==> src/rtl/vend_pkg.sv <==
// Shared vending definitions: coin codes used by the acceptor and the vending FSM,
// plus the acceptor state encoding.
package vend_pkg;

   typedef logic [1:0] coin_t;

   localparam coin_t COIN_NONE = 2'b00;
   localparam coin_t COIN_1    = 2'b01;
   localparam coin_t COIN_2    = 2'b10;

   typedef enum logic [1:0] {
      ST_IDLE    = 2'd0,
      ST_MEASURE = 2'd1,
      ST_GAP     = 2'd2,
      ST_JAM     = 2'd3
   } acc_state_t;

endpackage

==> src/rtl/coin_acceptor_if.sv <==
// Coin acceptor bundle: sensor/enable towards the acceptor, code and status back.
interface coin_acceptor_if;
   import vend_pkg::*;

   logic  coin_sense;
   logic  enable;
   coin_t coin;
   logic  reject;
   logic  jam;
   logic  busy;

   modport master (
      output coin_sense, enable,
      input  coin, reject, jam, busy
   );

   modport slave (
      input  coin_sense, enable,
      output coin, reject, jam, busy
   );

endinterface

==> src/rtl/sense_sync.sv <==
// Two-flop synchroniser for the asynchronous coin-slot sensor.
module sense_sync (
   input  logic clk,
   input  logic rst,
   input  logic raw,
   output logic s
);

   logic meta;

   always_ff @(posedge clk) begin
      if (rst) begin
         meta <= 1'b0;
         s    <= 1'b0;
      end else begin
         meta <= raw;
         s    <= meta;
      end
   end

endmodule

==> src/rtl/coin_acceptor.sv <==
// Classifies coins by sensor pulse length; emits one-cycle coin codes, reject pulses
// and a jam level, with a refractory gap after every coin, jam or reset.
module coin_acceptor
   import vend_pkg::*;
#(
   parameter int CNT_W   = 8,
   parameter int MIN1    = 4,
   parameter int MAX1    = 9,
   parameter int MIN2    = 10,
   parameter int MAX2    = 20,
   parameter int JAM_LEN = 200,
   parameter int GAP     = 8
) (
   input logic           clk,
   input logic           rst,
   coin_acceptor_if.slave bus
);

   localparam logic [CNT_W-1:0] MIN1_C = CNT_W'(MIN1);
   localparam logic [CNT_W-1:0] MAX1_C = CNT_W'(MAX1);
   localparam logic [CNT_W-1:0] MIN2_C = CNT_W'(MIN2);
   localparam logic [CNT_W-1:0] MAX2_C = CNT_W'(MAX2);
   localparam logic [CNT_W-1:0] JAM_C  = CNT_W'(JAM_LEN);
   localparam logic [CNT_W-1:0] GAP_C  = CNT_W'(GAP);

   function automatic logic in_window(input logic [CNT_W-1:0] len,
                                      input logic [CNT_W-1:0] lo,
                                      input logic [CNT_W-1:0] hi);
      return (len >= lo) && (len <= hi);
   endfunction

   logic             s;
   acc_state_t       state;
   logic [CNT_W-1:0] cnt;
   logic [CNT_W-1:0] gap_cnt;
   coin_t            coin_code;
   logic             reject_pulse;
   logic             jam_level;
   logic             busy_flag;

   sense_sync u_sync (
      .clk (clk),
      .rst (rst),
      .raw (bus.coin_sense),
      .s   (s)
   );

   always_ff @(posedge clk) begin
      if (rst) begin
         state        <= ST_GAP;
         gap_cnt      <= GAP_C;
         cnt          <= '0;
         coin_code    <= COIN_NONE;
         reject_pulse <= 1'b0;
         jam_level    <= 1'b0;
         busy_flag    <= 1'b1;
      end else begin
         coin_code    <= COIN_NONE;
         reject_pulse <= 1'b0;
         case (state)
            ST_IDLE: begin
               if (s) begin
                  state     <= ST_MEASURE;
                  cnt       <= CNT_W'(1);
                  busy_flag <= 1'b1;
               end
            end
            ST_MEASURE: begin
               if (!s) begin
                  // Classify on the falling edge; enable is only sampled here.
                  state   <= ST_GAP;
                  gap_cnt <= GAP_C;
                  if (!bus.enable)
                     reject_pulse <= 1'b1;
                  else if (in_window(cnt, MIN1_C, MAX1_C))
                     coin_code <= COIN_1;
                  else if (in_window(cnt, MIN2_C, MAX2_C))
                     coin_code <= COIN_2;
                  else
                     reject_pulse <= 1'b1;
               end else if (cnt == JAM_C) begin
                  state     <= ST_JAM;
                  jam_level <= 1'b1;
               end else begin
                  cnt <= cnt + 1'b1;
               end
            end
            ST_JAM: begin
               if (!s) begin
                  state     <= ST_GAP;
                  gap_cnt   <= GAP_C;
                  jam_level <= 1'b0;
               end
            end
            ST_GAP: begin
               // A sensor still high after the count expires is a partial pulse; wait it out.
               if (gap_cnt != '0) begin
                  gap_cnt <= gap_cnt - 1'b1;
               end else if (!s) begin
                  state     <= ST_IDLE;
                  busy_flag <= 1'b0;
               end
            end
            default: begin
               state     <= ST_GAP;
               gap_cnt   <= GAP_C;
               jam_level <= 1'b0;
               busy_flag <= 1'b1;
            end
         endcase
      end
   end

   assign bus.coin   = coin_code;
   assign bus.reject = reject_pulse;
   assign bus.jam    = jam_level;
   assign bus.busy   = busy_flag;

endmodule

==> src/flat_wrapper.sv <==
// flat-port wrapper written by rule: the top's interface ports become plain ports
module coin_acceptor_flat import vend_pkg::*;
#(
   parameter int CNT_W   = 8,
   parameter int MIN1    = 4,
   parameter int MAX1    = 9,
   parameter int MIN2    = 10,
   parameter int MAX2    = 20,
   parameter int JAM_LEN = 200,
   parameter int GAP     = 8
)
  (clk, rst, bus_coin_sense, bus_enable, bus_coin, bus_reject, bus_jam, bus_busy);
  coin_acceptor_if bus_i ();
  input logic clk;
  input logic rst;
  input wire logic [$bits(bus_i.coin_sense)-1:0] bus_coin_sense;
  input wire logic [$bits(bus_i.enable)-1:0] bus_enable;
  output wire logic [$bits(bus_i.coin)-1:0] bus_coin;
  output wire logic [$bits(bus_i.reject)-1:0] bus_reject;
  output wire logic [$bits(bus_i.jam)-1:0] bus_jam;
  output wire logic [$bits(bus_i.busy)-1:0] bus_busy;
  assign bus_i.coin_sense = bus_coin_sense;
  assign bus_i.enable = bus_enable;
  assign bus_coin = bus_i.coin;
  assign bus_reject = bus_i.reject;
  assign bus_jam = bus_i.jam;
  assign bus_busy = bus_i.busy;
  coin_acceptor #(.CNT_W(CNT_W), .MIN1(MIN1), .MAX1(MAX1), .MIN2(MIN2), .MAX2(MAX2), .JAM_LEN(JAM_LEN), .GAP(GAP)) u_core (.clk(clk), .rst(rst), .bus(bus_i));
endmodule
==> config.mk <==
export PLATFORM = sky130hd
export DESIGN_NAME = coin_acceptor_flat
export DESIGN_NICKNAME = d
export VERILOG_FILES = /design/src/rtl/vend_pkg.sv /design/src/rtl/coin_acceptor_if.sv /design/src/rtl/sense_sync.sv /design/src/rtl/coin_acceptor.sv /design/src/flat_wrapper.sv
export SDC_FILE = /design/constraint.sdc
export NUM_CORES = 1
export LEC_CHECK = 0
export ABC_AREA = 1
export CAP_MARGIN = 10
export CORE_MARGIN = 2
export CORE_UTILIZATION = 61
export CTS_BUF_LIST = sky130_fd_sc_hd__clkbuf_8
export CTS_CLUSTER_SIZE = 28
export DETAILED_ROUTE_END_ITERATION = 8
export GPL_ROUTABILITY_DRIVEN = 0
export PLACE_DENSITY = 0.81
export SLEW_MARGIN = 20
export SYNTH_ARGS = -nofsm -noshare
export SYNTH_HDL_FRONTEND = slang
export SYNTH_SLANG_ARGS = --single-unit
==> constraint.sdc <==
create_clock -name clk -period 1.82 [get_ports clk]
set_clock_uncertainty 0.05 [all_clocks]
set_input_delay 0.546 -clock clk [delete_from_list [all_inputs] [get_ports clk]]
set_output_delay 0.546 -clock clk [all_outputs]
set_load 0.005 [all_outputs]
==> results.md, run 1 <==
- Latest clock arrival within the worst-skew pair: 0.28 ns
- Die area: 0.00299 mm²
- Rel. slew slack: 0.777
- Critical path type: reg2out
- Mean area per synthesized cell: 6.81 µm²
- Sequence of cells on the critical path: clkdlybuf4s50_1
- Async SR Flop Fraction: 0
- Area growth syn-to-layout: 10.2%
- H-tree levels: 1
- First-pass GRT wire length: 5.51 mm
- GR Layer Usage met3: 0.0464
- Top cells by area, synth: dfxtp_1 32%, nand2_1 13%, nor2_1 9.4%, nand3_1 6.7%, inv_1 6.5%
- Ports: 9
- Fillers: 209
- Leak pwr: 0.778 nW
- Starting DRT DRC Count: 46
- Critical path's slowest cell: clkdlybuf4s50_1
- Die width: 54.7 µm
- N_diodes: 0
- Via count: 1471
- Number of antenna violations at the first check in global routing: 0
- Top FF cell, synth: dfxtp_1
- Final setup TNS: 0 ns
- GR Overflow Total: 0
- Grt peak-use layer: met2
- Worst-path clk slew: 0.09 ns
- Hold_ws: 0.365 ns
- CTS sink count: 25
- Worst Setup End Kind: primary output
- Pin count of the biggest net entering global routing: 18
- Cell family with most CP delay: buffers and inverters
- Mapped Nets: 239
- Number of vias per cell: 5.45
- Crit-path max cell delay: 0.50 ns
- Number of distinct library cells after synthesis: 27
- CP arrival: 1.12 ns
- Vias in the first global route: 1325
- WL per Instance: 12.2 µm
- CP startpoint kind: flop
- Synth warnings: 0
- # setup viols final: 0
- IO buf count: 8
- TritonCTS clock tree: yes
- Routed WL: 3.30 mm
- Most common cell in the synthesized netlist: nand2_1
- Root cell of the clock tree: clkbuf_8
- Area share of the largest cell type after synthesis: 0.320
- Post-route ant nets: 0
- Die Y: 54.7 µm
- CTS Buffer Depth: 2
- Starting Density: 0.638
- Most frequent cells after synthesis: 54 x nand2_1, 39 x nor2_1, 27 x inv_1
- DPL Wire Length: 2.54 mm
- CTS resizes: 0
- Slew @ Worst Pin: 0.334 ns
- Worst VDD drop: 820 µV
- Final Core Density: 0.702
- Worst endpoint required time: 1.22 ns
- Synthesized instance count: 230
- CP Max Fanout: 2
- DRC errors left: 0
- Min cycle time layout: 1.72 ns
- Fin crit share: 0.943
- # rows: 18
- MaxCap Viol Count: 0
- 1st-pass router iterations: 4
- PwrDens: 1070 mW/mm²
- Met1 Use GR: 0.296
- Gr usage total: 0.256
- Status: finished, final reports clean
- Core Box Area: 0.00245 mm²
- Cell Area, Synth: 0.00157 mm²
- GRT met2 Usage: 0.468
- Layout cells sized above 1: 0.121
- Max Fclk: 583 MHz
- RSZ-0062 raised after global routing: no
- Nets: 250
- Yosys reg bits: 25
- Max-slew violation count: 0
- Post-synthesis sequential area ratio: 0.320
- Post-CTS Setup Bufs: 0
- Final hold viol count: 0
- Hold WC Path Type: reg2reg
- Hold bufs inserted after CTS: 0
- Worst path bufs/invs: 1
- Cts bufs inserted: 3
- Largest area contributor in the netlist: dfxtp_1
- Post-synth EDFFs: 0
==> report_power, final <==
part / internal (W) / total, W / switching, W
clock: 0.000154 / 0.000335 / 0.000182
combinational: 0.000290 / 0.000783 / 0.000493
sequential: 0.000633 / 0.000730 / 0.0000962
==> path summary, 6_finish.rpt <==
path	start	to	slack, ns	depth (start not counted)
worst max-delay path	u_core.bus.jam	bus_jam	0.10	1
worst min-delay path	u_core.u_sync.meta	u_core.u_sync.s	0.37	2
worst max register to register	u_core.cnt[0]	u_core.cnt[6]	0.22	9
worst min register to register	u_core.u_sync.meta	u_core.u_sync.s	0.37	2
==> cell type report <==
cell class	instances	area, µm²	share of cell area
flip-flops and latches	25	500	0.290
well taps	30	37.5	0.0218
clock buffers	3	41.3	0.0239
clock inverters	1	5.00	0.00290
multi-input cells	171	932	0.541
inverters	30	113	0.0653
repair buffers	10	95.1	0.0552
==> cells by family (layout without fill, tap and decap cells) <==
logic type | count (synthesis) | count (layout) | share of synthesized area
simple gates | 139 | 139 | 0.440
buf+inv | 34 | 44 | 0.0847
flops | 25 | 25 | 0.320
compound gates | 23 | 23 | 0.0935
fa+ha+maj | 5 | 5 | 0.0400
xor+xnor | 4 | 4 | 0.0224
==> flip-flops by register name (all words and copies together) (netlist names) <==
name	cells
u_core.state	2
u_core.gap_cnt	8
u_core.cnt	8
u_core.u_sync.s	1
u_core.bus.coin	2
u_core.bus.jam	1
u_core.bus.reject	1
u_core.bus.busy	1
u_core.u_sync.meta	1
==> through the flow <==
step           setup slack [ns]  total power, W  cells  area [µm²]
2_1_floorplan             0.380         0.00135    230        1570
3_3_place_gp              0.209         0.00149    266        1680
3_5_place_dp              0.177         0.00152    266        1680
4_1_cts                  0.0974         0.00185    270        1720
5_1_grt                  0.0580         0.00198    270        1720
6_report                  0.104         0.00185    270        1720
==> routing by layer <==
metal | up-vias | share of wire
li1 | 749 | -
met1 | 673 | 0.44
met2 | 38 | 0.50
met3 | 11 | 0.041
met4 | 0 | 0.018
met5 | - | 0
==> layout by cell type, fill, tap and decap left out <==
cell type,synthesis,layout
a21oi_1,11,11
a21oi_2,4,4
a22oi_1,1,1
buf_4,1,2
clkbuf_8,0,3
clkdlybuf4s50_1,0,8
clkinv_2,0,1
dfxtp_1,25,25
ha_1,5,5
inv_1,27,27
inv_2,3,3
nand2_1,54,54
nand2_2,2,2
nand2_4,3,3
nand3_1,21,21
nand4_1,8,8
nand4_4,1,1
nor2_1,39,39
nor2_2,3,3
nor2_4,4,4
nor2_8,2,2
nor3_1,1,1
nor3b_1,1,1
o211ai_1,1,1
o21ai_0,4,4
o21ai_1,1,1
o21ai_4,1,1
xor2_1,4,4
Note: power is estimated with default switching activity, not from simulation.
==> run 2, diff against run 1 <==
--- a/config.mk
+++ b/config.mk
@@ -5,15 +5,15 @@
 export SDC_FILE = /design/constraint.sdc
 export NUM_CORES = 1
 export LEC_CHECK = 0
-export ABC_AREA = 1
 export CAP_MARGIN = 10
 export CORE_MARGIN = 2
-export CORE_UTILIZATION = 61
+export CORE_UTILIZATION = 60
 export CTS_BUF_LIST = sky130_fd_sc_hd__clkbuf_8
 export CTS_CLUSTER_SIZE = 28
 export DETAILED_ROUTE_END_ITERATION = 8
 export GPL_ROUTABILITY_DRIVEN = 0
 export PLACE_DENSITY = 0.81
+export SKIP_LAST_GASP = 1
 export SLEW_MARGIN = 20
 export SYNTH_ARGS = -nofsm -noshare
 export SYNTH_HDL_FRONTEND = slang
==> run 2 against run 1 <==
Flip-flop and latch count stayed put. Maximum frequency is 3.4% lower. Critical path depth grew 5. Register-to-register slack lost 0.18 ns. Final area down 15%. Cell count is 32% lower. Synthesized area is 20% lower. Power down 16%. Critical endpoint is now u_core.gap_cnt[6]. Largest cell class unchanged. Highest routed layer unchanged.
==> results.md, run 2 <==
- Worst path bufs/invs: 1 (unchanged)
- MaxCap Viol Count: 0 (unchanged)
- Nets: 166 (-34%)
- Most common cell in the synthesized netlist: dfxtp_1
- Worst endpoint required time: 1.94 ns (+0.72 ns)
- Crit-path max cell delay: 0.50 ns (about the same)
- DPL Wire Length: 1.86 mm (-27%)
- Top Registers: u_core.cnt x8, u_core.gap_cnt x8
- Number of antenna violations at the first check in global routing: 0 (unchanged)
- Most frequent cells after synthesis: 25 x dfxtp_1, 14 x nor2_1, 9 x nand2_1
- Pre-CTS setup slack: -0.0646 ns (-0.241 ns)
- Gr usage total: 0.230 (-0.0265)
- Post-synthesis sequential area ratio: 0.398 (+0.0787)
- Hold bufs inserted after CTS: 0 (unchanged)
- Power Total: 0.00155 W (-16%)
- H-tree levels: 1 (unchanged)
- CP startpoint kind: flop
- Starting DRT DRC Count: 18 (-61%)
- TritonCTS clock tree: yes
- CP arrival: 1.89 ns (+0.77 ns)
- Hold WC Path Type: reg2reg
- Cell Area, Synth: 0.00126 mm² (-20%)
- Reg2Reg Setup Slack: 0.04 ns (-0.18 ns)
- Internal power: 0.00102 W (-4.8%)
- Area share of the largest cell type after synthesis: 0.398 (+0.0787)
- Synth warnings: 0 (unchanged)
- Pin count of the biggest net entering global routing: 14 (-4)
- Max Fclk: 563 MHz (-3.4%)
- Switch share: 0.339 (-0.0779)
- Status: finished, final reports clean
- Latest clock arrival within the worst-skew pair: 0.26 ns (-0.02 ns)
- Top FF cell, synth: dfxtp_1
- Share of total power in the clock network: 0.201 (+0.020)
- Layout cells sized above 1: 0.103 (-0.0183)
- Leak pwr: 0.542 nW (-30%)
- CTS resizes: 0 (unchanged)
- Die width: 49.8 µm (-9.0%)
- Max-slew violation count: 0 (unchanged)
- GR Overflow Total: 0 (unchanged)
- Via count: 1058 (-28%)
- Min cycle time layout: 1.78 ns (+0.0610 ns)
- DRC errors left: 0 (unchanged)
- Critical path type: reg2reg
- Slew @ Worst Pin: 0.495 ns (+0.160 ns)
- IO buf count: 8 (unchanged)
- Fin crit share: 0.977 (+0.0335)
- Fillers: 164 (-22%)
- Post-route ant nets: 0 (unchanged)
- Final setup TNS: 0 ns (unchanged)
- Async SR Flop Fraction: 0 (unchanged)
- Top cells by area, synth: dfxtp_1 40%, ha_1 5.0%, nor2_1 4.2%, nand2b_1 3.5%, xor2_1 3.5%
- Mean area per synthesized cell: 8.97 µm² (+32%)
- Yosys reg bits: 25 (unchanged)
- Ports: 9 (unchanged)
- Largest area contributor in the netlist: dfxtp_1
- Routed WL: 2.53 mm (-23%)
- Combinational Power Share: 0.345 (-0.079)
- Commonest non-fill, non-tap cell in the layout: dfxtp_1
- First-pass GRT wire length: 4.33 mm (-21%)
- Post-synth EDFFs: 0 (unchanged)
- Number of vias per cell: 5.78 (+6.1%)
- Worst-path clk slew: 0.08 ns (about the same)
- Vias in the first global route: 988 (-25%)
- Critical path's slowest cell: or4b_4
- Commonest non-fill, non-tap cells in the layout: 25 x dfxtp_1, 14 x nor2_1, 9 x nand2_1
- Rel. slew slack: 0.668 (-0.109)
- CTS sink count: 25 (unchanged)
- Synthesized instance count: 140 (-39%)
- 1st-pass router iterations: 4 (unchanged)
- CTS Buffer Depth: 2 (unchanged)
- WL per Instance: 13.8 µm (+13%)
- Starting Density: 0.640 (+0.00269)
- PwrDens: 1060 mW/mm² (-1.3%)
- Cts bufs inserted: 3 (unchanged)
- Switching power total: 0.000527 W (-32%)
- Number of distinct library cells after synthesis: 42 (+56%)
- Post-CTS Setup Bufs: 0 (unchanged)
- Worst Setup End Kind: flop
- RSZ-0062 raised after global routing: yes
- Mapped Nets: 149 (-38%)
- N_diodes: 0 (unchanged)
- Core Box Area: 0.00196 mm² (-20%)
- Cell family with most CP delay: simple AND/OR/NAND/NOR gates
- Die Y: 49.8 µm (-9.0%)
- Area growth syn-to-layout: 16.7%
- Sequential Power Share: 0.454 (+0.059)
- Root cell of the clock tree: clkbuf_8
- Final setup margin: 0.0426 ns (-0.0610 ns)
- CP Max Fanout: 8 (+6)
- Final hold viol count: 0 (unchanged)
- # rows: 16 (-2)
- Die area: 0.00248 mm² (-17%)
- # setup viols final: 0 (unchanged)
- Sequence of cells on the critical path: inv_1 > ha_2 > or4b_4 > o21ai_4 > nor4_1 > o21a_1
- Worst VDD drop: 1040 µV (+27%)
## run 2: cell types whose count changed after synthesis, sizes merged, moves of 3 or more
cell	previous run	this run
a211oi	0	3
a21o	0	3
a21oi	15	3
inv	30	5
nand2	59	9
nand2b	0	7
nand3	21	2
nand4	9	4
nor2	48	14
nor2b	0	5
nor3	1	6
or3	0	4
xnor2	0	4
## run 2: through the flow
step	hold slack, ns	util	cells	instance area [µm²]
finish	0.408	0.747	183	1470
detailed placement	0.396	0.719	179	1410
global route	0.429	0.747	183	1470
floorplan	0.364	-	140	1260
CTS	0.415	0.742	183	1460
global placement	0.387	0.719	179	1410
## run 2: path summary, 6_finish.rpt
kind,start,end,cells after the start
worst max register to register,u_core.gap_cnt[0],u_core.gap_cnt[6],6
worst max-delay path,u_core.gap_cnt[0],u_core.gap_cnt[6],6
worst min register to register,u_core.u_sync.meta,u_core.u_sync.s,1
worst min-delay path,u_core.u_sync.meta,u_core.u_sync.s,1
## run 2: area by class of cell
| class | instances | area, µm² | share of cell area |
|---|---|---|---|
| Clock buffer | 3 | 41.3 | 0.0282 |
| Clock inverter | 1 | 3.75 | 0.00256 |
| Inverter | 5 | 18.8 | 0.0128 |
| Multi-Input combinational cell | 107 | 736 | 0.502 |
| Sequential cell | 25 | 500 | 0.341 |
| Tap cell | 27 | 33.8 | 0.0230 |
| Timing Repair Buffer | 15 | 133 | 0.0904 |
## run 2: logic make-up after synthesis
logic type | share of synthesized area
adder cells (fa/ha/maj) | 0.0498
buffers and inverters | 0.0239
flip-flops | 0.398
multiplexers | 0.00896
AND/OR/NAND/NOR | 0.298
AO/OA/AOI/OAI | 0.158
XOR/XNOR | 0.0627
## run 2: power groups by stage
stage          clock network (W)  logic, W  registers, W
6_report                0.000312  0.000536      0.000704
4_1_cts                 0.000327  0.000529      0.000700
3_3_place_gp                   0  0.000507      0.000711
5_1_grt                 0.000347  0.000586      0.000712
2_1_floorplan                  0  0.000397      0.000694
3_5_place_dp                   0  0.000526      0.000712
## run 2: metal layers
| metal | share of wire | GRT usage | up-vias |
|---|---|---|---|
| met5 | 0 | 0 | - |
| met2 | 0.47 | 0.378 | 18 |
| li1 | - | - | 537 |
| met1 | 0.48 | 0.299 | 501 |
| met3 | 0.040 | 0.0667 | 2 |
| met4 | 0.0043 | 0.0463 | 0 |
==> run 3, diff against run 2 <==
--- a/config.mk
+++ b/config.mk
@@ -6,12 +6,14 @@
 export NUM_CORES = 1
 export LEC_CHECK = 0
 export CAP_MARGIN = 10
+export CORE_ASPECT_RATIO = 1.2
 export CORE_MARGIN = 2
 export CORE_UTILIZATION = 60
 export CTS_BUF_LIST = sky130_fd_sc_hd__clkbuf_8
 export CTS_CLUSTER_SIZE = 28
 export DETAILED_ROUTE_END_ITERATION = 8
 export GPL_ROUTABILITY_DRIVEN = 0
+export GPL_TIMING_DRIVEN = 0
 export PLACE_DENSITY = 0.81
 export SKIP_LAST_GASP = 1
 export SLEW_MARGIN = 20
==> run 3 against run 2 <==
Sequential power is 1% higher. Cell count is 6.6% lower. Global-route usage shrank 0.60 points. Worst setup slack improved by 0.039 ns. Hold slack got worse by 0.0043 ns. Non-clock buffer count decreased by 5. Critical path type unchanged.
==> results.md, run 3 (synthesis gave the netlist of run 2 again) <==
- Cell Count, Final, Fillers Out: 171 (-6.6%)
- Vias in the first global route: 975 (-1.3%)
- Commonest non-fill, non-tap cells in the layout: 23 x dfxtp_1, 14 x nor2_1, 9 x nand2_1
- Final Core Density: 0.702 (-0.0456)
- Fin area: 0.00142 mm² (-3.0%)
- Slew @ Worst Pin: 0.581 ns (+0.0862 ns)
- MaxCap Viol Count: 0 (unchanged)
- Area of the multi-input gates: 749 µm² (+1.9%)
- Status: finished, final reports clean
- Max-slew violation count: 0 (unchanged)
- Routed WL: 2.44 mm (-3.7%)
- # setup viols final: 0 (unchanged)
- Top Registers: u_core.cnt x8, u_core.gap_cnt x8
- Via count: 1039 (-1.8%)
- CTS Buffer Depth: 2 (unchanged)
- Core Box Area: 0.00203 mm² (+3.3%)
- Root cell of the clock tree: clkbuf_8
- Fin crit share: 0.955 (-0.0212)
- Sequence of cells on the critical path: inv_2 > ha_4 > or4b_4 > o21ai_4 > nor4_2 > o21a_1
- Area growth syn-to-layout: 13.2%
- Die Y: 54.1 µm (+8.8%)
- Worst Setup End Kind: flop
- First-pass GRT wire length: 4.03 mm (-7.0%)
- Number of vias per cell: 6.08 (+5.1%)
- CP Max Fanout: 8 (unchanged)
- Starting DRT DRC Count: 21 (+3)
- Gr usage total: 0.224 (-0.00597)
- Nets: 161 (-3.0%)
- Fillers: 183 (+12%)
- H-tree levels: 1 (unchanged)
- Die width: 45.8 µm (-8.0%)
- # rows: 18 (+2)
- RSZ-0062 raised after global routing: yes
- Hold bufs inserted after CTS: 0 (unchanged)
- CTS sink count: 25 (unchanged)
- Critical path type: reg2reg
- Rel. slew slack: 0.607 (-0.0604)
- GR Overflow Total: 0 (unchanged)
- DRC errors left: 0 (unchanged)
- Post-CTS Setup Bufs: 0 (unchanged)
- Cts bufs inserted: 3 (unchanged)
- Pin count of the biggest net entering global routing: 14 (unchanged)
- Crit. path cell count: 6 (unchanged)
- CP arrival: 1.86 ns (-0.03 ns)
- N_diodes: 0 (unchanged)
- Ports: 9 (unchanged)
- Die area: 0.00248 mm² (about the same)
- Post-route ant nets: 0 (unchanged)
- Starting Density: 0.620 (-0.0206)
- Cell family with most CP delay: simple AND/OR/NAND/NOR gates
- Min cycle time layout: 1.74 ns (-0.0386 ns)
- Dpl cells: 167 (-6.7%)
- Commonest non-fill, non-tap cell in the layout: dfxtp_1
- Leak pwr: 0.513 nW (-5.4%)
- Latest clock arrival within the worst-skew pair: 0.27 ns (about the same)
- Hold Path Depth: 1 (unchanged)
- DPL Wire Length: 1.80 mm (-3.6%)
- Hold_ws: 0.404 ns (-0.00433 ns)
- FF+latch area: 503 µm² (+0.50%)
- CP startpoint kind: flop
- Hold WC Path Type: reg2reg
- Max Fclk: 575 MHz (+2.2%)
- Worst VDD drop: 731 µV (-30%)
- Worst path bufs/invs: 1 (unchanged)
- TritonCTS clock tree: yes
- Final hold viol count: 0 (unchanged)
- DP Area: 0.00135 mm² (-4.3%)
- PwrDens: 1090 mW/mm² (+3.1%)
- 1st-pass router iterations: 4 (unchanged)
- Critical path's slowest cell: or4b_4
- FF-to-FF path depth: 6 (unchanged)
- WL per Instance: 14.3 µm (+3.0%)
- Worst endpoint required time: 1.94 ns (about the same)
- Crit-path max cell delay: 0.49 ns (about the same)
- Worst-path clk slew: 0.08 ns (about the same)
- Power Total: 0.00155 W (about the same)
- Layout cells sized above 1: 0.0927 (-0.00985)
- IO buf count: 7 (-1)
- Number of antenna violations at the first check in global routing: 0 (unchanged)
-- run 3: through the flow --
stage	worst slack, ns	TNS [ns]
CTS	0.00156	0
detailed placement	-0.00641	-0.00641
global placement	0.0370	0
global route	-0.0229	-0.0246
floorplan	0.155	0
finish	0.0812	0
-- run 3: layer usage --
| metal | track usage | vias to the layer above | wire [µm] |
|---|---|---|---|
| met5 | 0 | - | 0 |
| met4 | 0.100 | 0 | 31 |
| met3 | 0.0302 | 4 | 33 |
| met2 | 0.430 | 11 | 1340 |
| met1 | 0.234 | 501 | 1040 |
| li1 | - | 523 | - |
-- run 3: final cells by class --
type                            instances  share of cell area
Multi-Input combinational cell        107               0.527
Clock inverter                          1             0.00264
Inverter                                5              0.0132
Sequential cell                        25               0.354
Tap cell                               20              0.0176
Clock buffer                            3              0.0290
Timing Repair Buffer                    7              0.0493
Buffer                                  3             0.00792
-- run 3: report_power, final --
| part | total (W) | leakage (nW) | switching (W) | internal [W] |
|---|---|---|---|---|
| combinational | 0.000519 | 0.282 | 0.000279 | 0.000240 |
| sequential | 0.000711 | 0.204 | 0.0000883 | 0.000623 |
| clock | 0.000321 | 0.0269 | 0.000170 | 0.000151 |
| total | 0.00155 | 0.513 | 0.000537 | 0.00101 |
-- run 3: final timing paths --
path,from,endpoint,slack (ns)
max,u_core.gap_cnt[0],u_core.gap_cnt[6],0.08
min,u_core.u_sync.meta,u_core.u_sync.s,0.40
max reg2reg,u_core.gap_cnt[0],u_core.gap_cnt[6],0.08
min reg2reg,u_core.u_sync.meta,u_core.u_sync.s,0.40
-- run 3: what timing repair did --
item	4_1_cts	5_1_grt
resized for setup	0	8
endpoints found under the setup margin	1	6
gates cloned	0	0
pin swaps	1	3
